### config.mk
export PLATFORM = sky130hd
export DESIGN_NAME = sram_loader
export DESIGN_NICKNAME = d
export VERILOG_FILES = /design/src/rtl/sram_loader.sv
export SDC_FILE = /design/constraint.sdc
export NUM_CORES = 1
export LEC_CHECK = 0
export CAP_MARGIN = 5
export CORE_ASPECT_RATIO = 1.75
export CORE_MARGIN = 3
export CORE_UTILIZATION = 35
export CTS_CLUSTER_SIZE = 24
export DETAILED_ROUTE_END_ITERATION = 8
export PLACE_DENSITY = 0.61
export SETUP_SLACK_MARGIN = 0.3
export SLEW_MARGIN = 20
export SYNTH_ARGS = -nofsm -noshare
export SYNTH_HDL_FRONTEND = slang
export SYNTH_SLANG_ARGS = --single-unit
### constraint.sdc
create_clock -name clock -period 3.26 [get_ports clock]
set_clock_uncertainty 0.05 [all_clocks]
set_input_delay 0.652 -clock clock [delete_from_list [all_inputs] [get_ports clock]]
set_output_delay 0.652 -clock clock [all_outputs]
set_load 0.1 [all_outputs]
### src/rtl/sram_loader.sv
// Buffers ioctl download bytes in a small FIFO and replays them as timed async SRAM
// write cycles; when idle the SRAM serves video reads with a registered return.
module sram_loader #(
   parameter int FIFO_DEPTH = 4,
   parameter int WE_CYCLES  = 2
) (
   input  logic        clock,
   input  logic        reset,
   input  logic        ioctl_download,
   input  logic        ioctl_wr,
   input  logic [15:0] ioctl_addr,
   input  logic [7:0]  ioctl_dout,
   input  logic [1:0]  page,
   input  logic [12:0] va,
   output logic [7:0]  vd,
   output logic [20:0] sram_a,
   output logic        sram_we,
   output logic        sram_oe,
   output logic [7:0]  sram_dq_out,
   output logic        sram_dq_oe,
   input  logic [7:0]  sram_dq_in,
   output logic        busy,
   output logic        overflow,
   output logic [1:0]  dbgState
);

   localparam int AW = $clog2(FIFO_DEPTH);
   localparam int CW = (WE_CYCLES > 1) ? $clog2(WE_CYCLES) : 1;

   localparam logic [1:0] IDLE  = 2'd0;
   localparam logic [1:0] SETUP = 2'd1;
   localparam logic [1:0] WRITE = 2'd2;
   localparam logic [1:0] HOLD  = 2'd3;

   logic [15:0]   addrMem [FIFO_DEPTH];
   logic [7:0]    dataMem [FIFO_DEPTH];
   logic [AW-1:0] rdPtr;
   logic [AW-1:0] wrPtr;
   logic [AW:0]   count;

   logic [1:0]    state;
   logic [CW-1:0] weCnt;
   logic [15:0]   wrAddr;
   logic [7:0]    wrData;
   logic          downloadPrev;

   logic fifoEmpty;
   logic fifoFull;
   logic push;
   logic pop;
   logic pushOk;
   logic active;

   assign fifoEmpty = (count == '0);
   assign fifoFull  = (count == (AW+1)'(FIFO_DEPTH));
   assign push      = ioctl_wr & ioctl_download;
   assign pop       = (state == IDLE) & ~fifoEmpty;
   // A pop in the same cycle frees a slot, so a push into a full FIFO still lands.
   assign pushOk    = push & (~fifoFull | pop);
   assign active    = (state != IDLE);

   always_ff @(posedge clock) begin
      if (pushOk) begin
         addrMem[wrPtr] <= ioctl_addr;
         dataMem[wrPtr] <= ioctl_dout;
      end
   end

   always_ff @(posedge clock) begin
      if (reset) begin
         rdPtr <= '0;
         wrPtr <= '0;
         count <= '0;
      end else begin
         if (pushOk) wrPtr <= wrPtr + AW'(1);
         if (pop)    rdPtr <= rdPtr + AW'(1);
         case ({pushOk, pop})
            2'b10:   count <= count + (AW+1)'(1);
            2'b01:   count <= count - (AW+1)'(1);
            default: count <= count;
         endcase
      end
   end

   always_ff @(posedge clock) begin
      if (reset) begin
         overflow     <= 1'b0;
         downloadPrev <= 1'b0;
      end else begin
         downloadPrev <= ioctl_download;
         if (ioctl_download & ~downloadPrev) overflow <= 1'b0;
         else if (push & ~pushOk)            overflow <= 1'b1;
      end
   end

   always_ff @(posedge clock) begin
      if (reset) begin
         state  <= IDLE;
         weCnt  <= '0;
         wrAddr <= '0;
         wrData <= '0;
      end else begin
         case (state)
            IDLE: begin
               if (pop) begin
                  wrAddr <= addrMem[rdPtr];
                  wrData <= dataMem[rdPtr];
                  state  <= SETUP;
               end
            end
            SETUP: begin
               weCnt <= '0;
               state <= WRITE;
            end
            WRITE: begin
               if (weCnt == CW'(WE_CYCLES - 1)) state <= HOLD;
               else                             weCnt <= weCnt + CW'(1);
            end
            default: state <= IDLE;
         endcase
      end
   end

   // Video sees blank data whenever the loader owns the SRAM.
   always_ff @(posedge clock) begin
      if (reset)     vd <= '0;
      else if (busy) vd <= '0;
      else           vd <= sram_dq_in;
   end

   assign busy        = ioctl_download | ~fifoEmpty | active;
   assign sram_we     = (state != WRITE);
   assign sram_oe     = active;
   assign sram_dq_oe  = active;
   assign sram_dq_out = wrData;
   assign sram_a      = busy ? {5'd0, wrAddr} : {6'd0, page, va};
   assign dbgState    = state;

endmodule

==> load_flow_metrics.sql <==
INSERT INTO impl_metrics (metric_group, metric, value, unit) VALUES
('outcome', 'outcome', 'completed', ''),
('yosys', 'yosys-top-cells-count', 'edfxtp_1 (96), dfxtp_1 (44), a22o_1 (24), mux4_2 (24), inv_1 (11)', ''),
('final_layout', 'drive_gt1_share', '33.18', '%'),
('global_routing', 'grt.overflow.total', '0', ''),
('global_routing', 'grt_busiest_layer', 'met2', ''),
('cts', 'cts_root_buf', 'clkbuf_16', ''),
('global_routing', 'first_global_vias', '3212', ''),
('pwr', 'post-layout-total-power', '8318', 'uW'),
('worst_setup_path', 'critPathCaptureType', 'primary output', ''),
('timing', 'whs', '426.3', 'ps'),
('final_layout', 'final_nets', '468', ''),
('yosys', 'yosysMostFrequentCell', 'edfxtp_1', ''),
('final_layout', 'fillers', '1262', ''),
('timing', 'setup_viol', '0', ''),
('placement', 'cell_total_after_placement', '563', ''),
('cts', 'insertion_delay', '410', 'ps'),
('global_routing', 'grt_pass1_wl', '17350', 'um'),
('die', 'start_util', '35.87', '%'),
('pwr', 'p_int', '4951', 'uW'),
('yosys', 'yosysWarningCount', '0', ''),
('timing', 'rsz_0062_raised_after_global_routing', 'yes', ''),
('cts', 'clock_tree.buffer_depth', '2', ''),
('yosys', 'synth.yosys.seq_area_share', '70.36', '%'),
('yosys', 'synth_cells', '299', ''),
('final_layout', 'areaGrowthSynthToFinish', '38.55', '%'),
('pwr', 'leakagePower', '0.002679', 'uW'),
('timing', 'finalSetupTns', '0', 'ps'),
('route', 'routed_wire_length_per_instance', '18.30', 'um'),
('timing', 'report.final.slew_viol_count', '0', ''),
('worst_setup_path', 'type_of_the_worst_setup_path', 'reg2out', ''),
('final_layout', 'insertedDiodeCount', '0', ''),
('route', 'postRouteWirelength', '11070', 'um'),
('flow_run', 'drv.max_cap_violation_count', '0', ''),
('pwr', 'power_per_cell_area', '1122', 'nW/um2'),
('route', 'drt.antenna.violating_nets', '0', ''),
('global_routing', 'grt_use_total', '13.88', '%'),
('timing', 'timing.fmax', '334.5', 'MHz'),
('worst_setup_path', 'required', '2560', 'ps'),
('timing', 'finalCriticalPeriod', '2989', 'ps'),
('route', 'route.detailed.vias_per_inst', '4.929', ''),
('route', 'drc_errors', '0', ''),
('route', 'drt_pre_antenna_iters', '6', ''),
('cts', 'cts.htree.levels', '4', ''),
('worst_hold_path', 'classification_of_the_worst_slack_hold_path', 'reg2reg', ''),
('die', 'chipHeight', '169.5', 'um'),
('pwr', 'power.combinational.fraction', '47.6', '%'),
('global_routing', 'global_route.usage.met2', '24.56', '%'),
('pwr', 'pwr-share-clk', '24.9', '%'),
('worst_setup_path', 'critPathArrivalTime', '2290', 'ps'),
('yosys', 'synth_cell_types', '38', ''),
('cts', 'clkTransAtPathRegs', '60', 'ps'),
('timing', 'worst_slew_pin_slew', '752.8', 'ps'),
('yosys', 'synth_largest_type_area_fraction', '53.89', '%'),
('placement', 'globalplace.congestion', '0.7051', ''),
('placement', 'placement.io_buffers', '89', ''),
('yosys', 'synth-main-ff-cell', 'edfxtp_1', ''),
('timing', 'post-route-period-util', '91.69', '%'),
('die', 'top_level_i_o_count', '95', ''),
('global_routing', 'grt_antenna_before_repair', '0', ''),
('yosys', 'synth_top_area_cell', 'edfxtp_1', ''),
('yosys', 'number_of_enable_type_register_cells_in_the_synthesized_netlist', '96', ''),
('pwr', 'seq_power_share', '27.5', '%'),
('pwr', 'switching_share', '40.47', '%'),
('die', 'core', '14910', 'um2'),
('timing', 'count_of_endpoints_failing_hold_in_the_final_timing_report', '0', ''),
('route', 'detailroute.via_count', '2982', ''),
('global_routing', 'largest_net_degree_at_the_start_of_global_routing', '26', ''),
('die', 'chipWidth', '99.45', 'um'),
('cts', 'cts_tree', 'yes', ''),
('yosys', 'synth.top_cells.by_area', 'edfxtp_1 (54%), dfxtp_1 (16%), mux4_2 (10%)', ''),
('final_layout', 'final_cells', '605', '');
-- power groups by stage --
stage	Sequential (uW)	Clock, uW	Combinational [uW]
after floorplan	2750	0	2220
after global placement	2310	0	3650
after detailed placement	2320	0	3710
after CTS	2290	2110	4000
after global routing	2310	2190	4130
final	2280	2070	3960
-- sequential cells by signal, summed over array words and instances (netlist names) --
| signal | cells |
|---|---|
| sram_dq_out | 8 |
| downloadPrev | 1 |
| vd | 8 |
| dbgState | 2 |
| dataMem | 32 |
| wrAddr | 16 |
| addrMem | 64 |
| wrPtr | 2 |
| weCnt | 1 |
| overflow | 1 |
| rdPtr | 2 |
| count | 3 |
-- layout by cell type (no fill, tap or decap), types with 2 or more instances in the layout --
| master | n |
|---|---|
| clkinv_4 | 2 |
| and2_1 | 8 |
| edfxtp_1 | 96 |
| clkbuf_16 | 18 |
| inv_6 | 2 |
| inv_2 | 2 |
| mux2_4 | 15 |
| o21ai_0 | 3 |
| dfxtp_2 | 3 |
| ha_1 | 6 |
| and3_1 | 4 |
| nand3_1 | 3 |
| inv_1 | 9 |
| conb_1 | 5 |
| nor2b_4 | 2 |
| clkinvlp_4 | 2 |
| clkdlybuf4s50_1 | 50 |
| buf_6 | 2 |
| buf_12 | 22 |
| mux4_2 | 24 |
| nor2b_1 | 2 |
| dfxtp_1 | 41 |
| nor2_1 | 7 |
| a21oi_1 | 7 |
| clkinv_2 | 3 |
| a22o_1 | 24 |
| xor2_1 | 3 |
| buf_4 | 32 |
| bufinv_16 | 5 |
-- metrics by stage --
stage               instance area (um2)  util [%]  setup slack (ps)
floorplan                          5374         -             379.6
global placement                   6589     44.19             285.2
detailed placement                 6599     44.25             244.4
CTS                                7406     49.66             203.1
global route                       7411     49.70             194.4
finish                             7411     49.70             270.8
-- worst paths after layout --
check / startpoint / to / cells after the start
setup / recovery: dbgState[1]$_SDFFE_PP0P_ / sram_a[9] / 7
hold reg to reg: sram_dq_out[2]$_SDFFE_PP0P_ / sram_dq_out[2]$_SDFFE_PP0P_ / 1
hold / removal: sram_dq_out[2]$_SDFFE_PP0P_ / sram_dq_out[2]$_SDFFE_PP0P_ / 1
setup reg to reg: dbgState[0]$_SDFFE_PP0P_ / count[2]$_SDFFE_PP0P_ / 13
-- worst max-delay path: stages (launching register included) --
cell	delay, ps
dfxtp_2	320
inv_2	70
ha_4	140
or4b_4	500
nor2_8	170
buf_12	160
mux2_4	330
buf_12	170
-- final cells by class --
| cell class | instances | area [um2] | share of cell area, % |
|---|---|---|---|
| multi-input combinational | 132 | 1500 | 20.24 |
| inverter | 11 | 41.29 | 0.5571 |
| clock inverter | 15 | 219.0 | 2.955 |
| timing repair buffer | 107 | 1229 | 16.58 |
| tap | 183 | 229.0 | 3.090 |
| sequential | 140 | 3767 | 50.84 |
| clock buffer | 17 | 425.4 | 5.740 |
-- kinds of logic after synthesis --
kind of cell	share of synthesized area (%)
flops	70.36
xor+xnor	0.6551
simple gates	4.327
compound gates	5.474
fa+ha+maj	2.012
other cells	0.07011
mux	14.01
buf+inv	3.088
-- timing repair --
item | 4_1_cts | 5_1_grt
cloned | 1 | 0
setup endpoints to repair | 17 | 16
buffers inserted | 9 | 0
gates resized for setup | 13 | 3
hold buffers | 0 | 0
pin swaps | 2 | 1
-- layer usage --
layer / up-vias / wire, um / part of all wire (%)
li1: 1371 / - / -
met1: 1499 / 4237 / 38
met2: 98 / 6085 / 55
met3: 14 / 520 / 4.7
met4: 0 / 228 / 2.1
met5: - / 0 / 0
No activity file was read; power rests on OpenSTA's default activity.
==> patch (config.mk and constraints unchanged) <==
Change the parameter `WE_CYCLES` from 2 to 1.
--- a/src/rtl/sram_loader.sv
+++ b/src/rtl/sram_loader.sv
@@ -3,5 +3,5 @@
 module sram_loader #(
    parameter int FIFO_DEPTH = 4,
-   parameter int WE_CYCLES  = 2
+   parameter int WE_CYCLES  = 1
 ) (
    input  logic        clock,
Behaviour: not the same (a bounded check fails within 10 cycles, from zero or initial values and one cycle with reset high).
==> patch against the original RTL <==
First-iteration DRC count is 38% higher. Routed wire length decreased by 2.1%. Worst setup slack gained 0.024 ns. Synthesized area is 0.84% lower. Sequential power hardly changed. Non-clock buffer count is 2 higher. Critical path depth did not move. Cell area shrank 2.4%. Power down 10%. Sequential cell count down 1. Synthesized cell count shrank 1.7%. Utilization shrank 0.093 points. Critical path type unchanged. Critical endpoint is now sram_a[4]. Largest cell class unchanged. Largest power group unchanged.
==> patch: results (changes against the original RTL) <==
metric	value	unit	change
outcome	complete, no violations		
via density per instance	4.93		about the same
vias in the first global route	3146		-2.1%
dpl ws	0.365	ns	+0.121 ns
largest net degree at the start of global routing	25		-3.8%
Yosys cell types	36		-5.3%
gr usage total	0.136		-0.00234
setup slack, reg-to-reg	0.54	ns	-0.16 ns
Hold Path Sink	wrAddr[14]		
VDD IR max	0.541	mV	-8.5%
Post-DP HPWL	6.90	mm	about the same
routed wl met2	5.97	mm	-1.9%
ranking of synthesized cells by area	edfxtp_1 (54%), dfxtp_1 (16%), mux4_2 (10%), a22o_1 (4.0%), mux2_4 (2.3%)		
GRT met3 Usage	0.0375		+0.00667
routing usage on met1	0.155		-0.00302
metal1 wirelength	4.14	mm	-2.3%
Cells after DPL	559		-0.71%
Least-Margin Pin Slew	0.675	ns	-0.0782 ns
Tmin final	2.97	ns	-0.0238 ns
Layout Nets	465		-0.64%
DRT Pass-1 Iters	4		-2
layout cells sized above 1	0.337		+0.00476
Reg2Reg Depth	12		-1
Final GP Congestion	0.689		-2.3%
Critical Path Start	dbgState[0]		
Area after DPL	6550	sq um	-0.82%
M2 GR Usage	0.240		-0.00527
Routed WL	10.8	mm	-2.1%
first-pass GRT wire length	17.2	mm	-1.2%
commonest cells in the netlist	edfxtp_1 (96), dfxtp_1 (43), a22o_1 (24), mux4_2 (24), inv_1 (11)		
register area share after synthesis	0.706		+0.00220
Post-Syn Instances	294		-1.7%
xor/xnor share of the synthesized area	0.00661		+0.0000556
WL met3	554	microns	+6.5%
post-synthesis mux area share	0.141		+0.00119
Starting DRT DRC Count	144		+38%
Worst Path Max Fanout	7		+1
CP endpoint	sram_a[4]		
[patch: cell type report]
class / instances / area, sq um
inverters: 11 / 41.3
clock inverters: 15 / 139
well taps: 180 / 225
clock buffers: 17 / 425
multi-input cells: 128 / 1470
flip-flops and latches: 139 / 3750
repair buffers: 109 / 1190
fillers: 1210 / 7350
[patch: repair_timing]
action                                  4_1_cts  5_1_grt
endpoints found under the setup margin       17       15
pin swaps                                     2        1
resized for setup                            14        0
setup buffers                                 5        2
gates cloned                                  1        0
[patch: through the flow]
stage | hold WS, ns | util
detailed placement | 0.415 | 0.449
finish | 0.428 | 0.496
global placement | 0.412 | 0.449
floorplan | 0.392 | -
CTS | 0.430 | 0.495
global route | 0.443 | 0.496
[patch: report_power, final]
group	leakage [uW]	internal [uW]	total [uW]	switching (uW)
combinational	0.00113	1250	3380	2130
sequential	0.00122	2110	2280	175
clock	0.000272	1060	1810	753
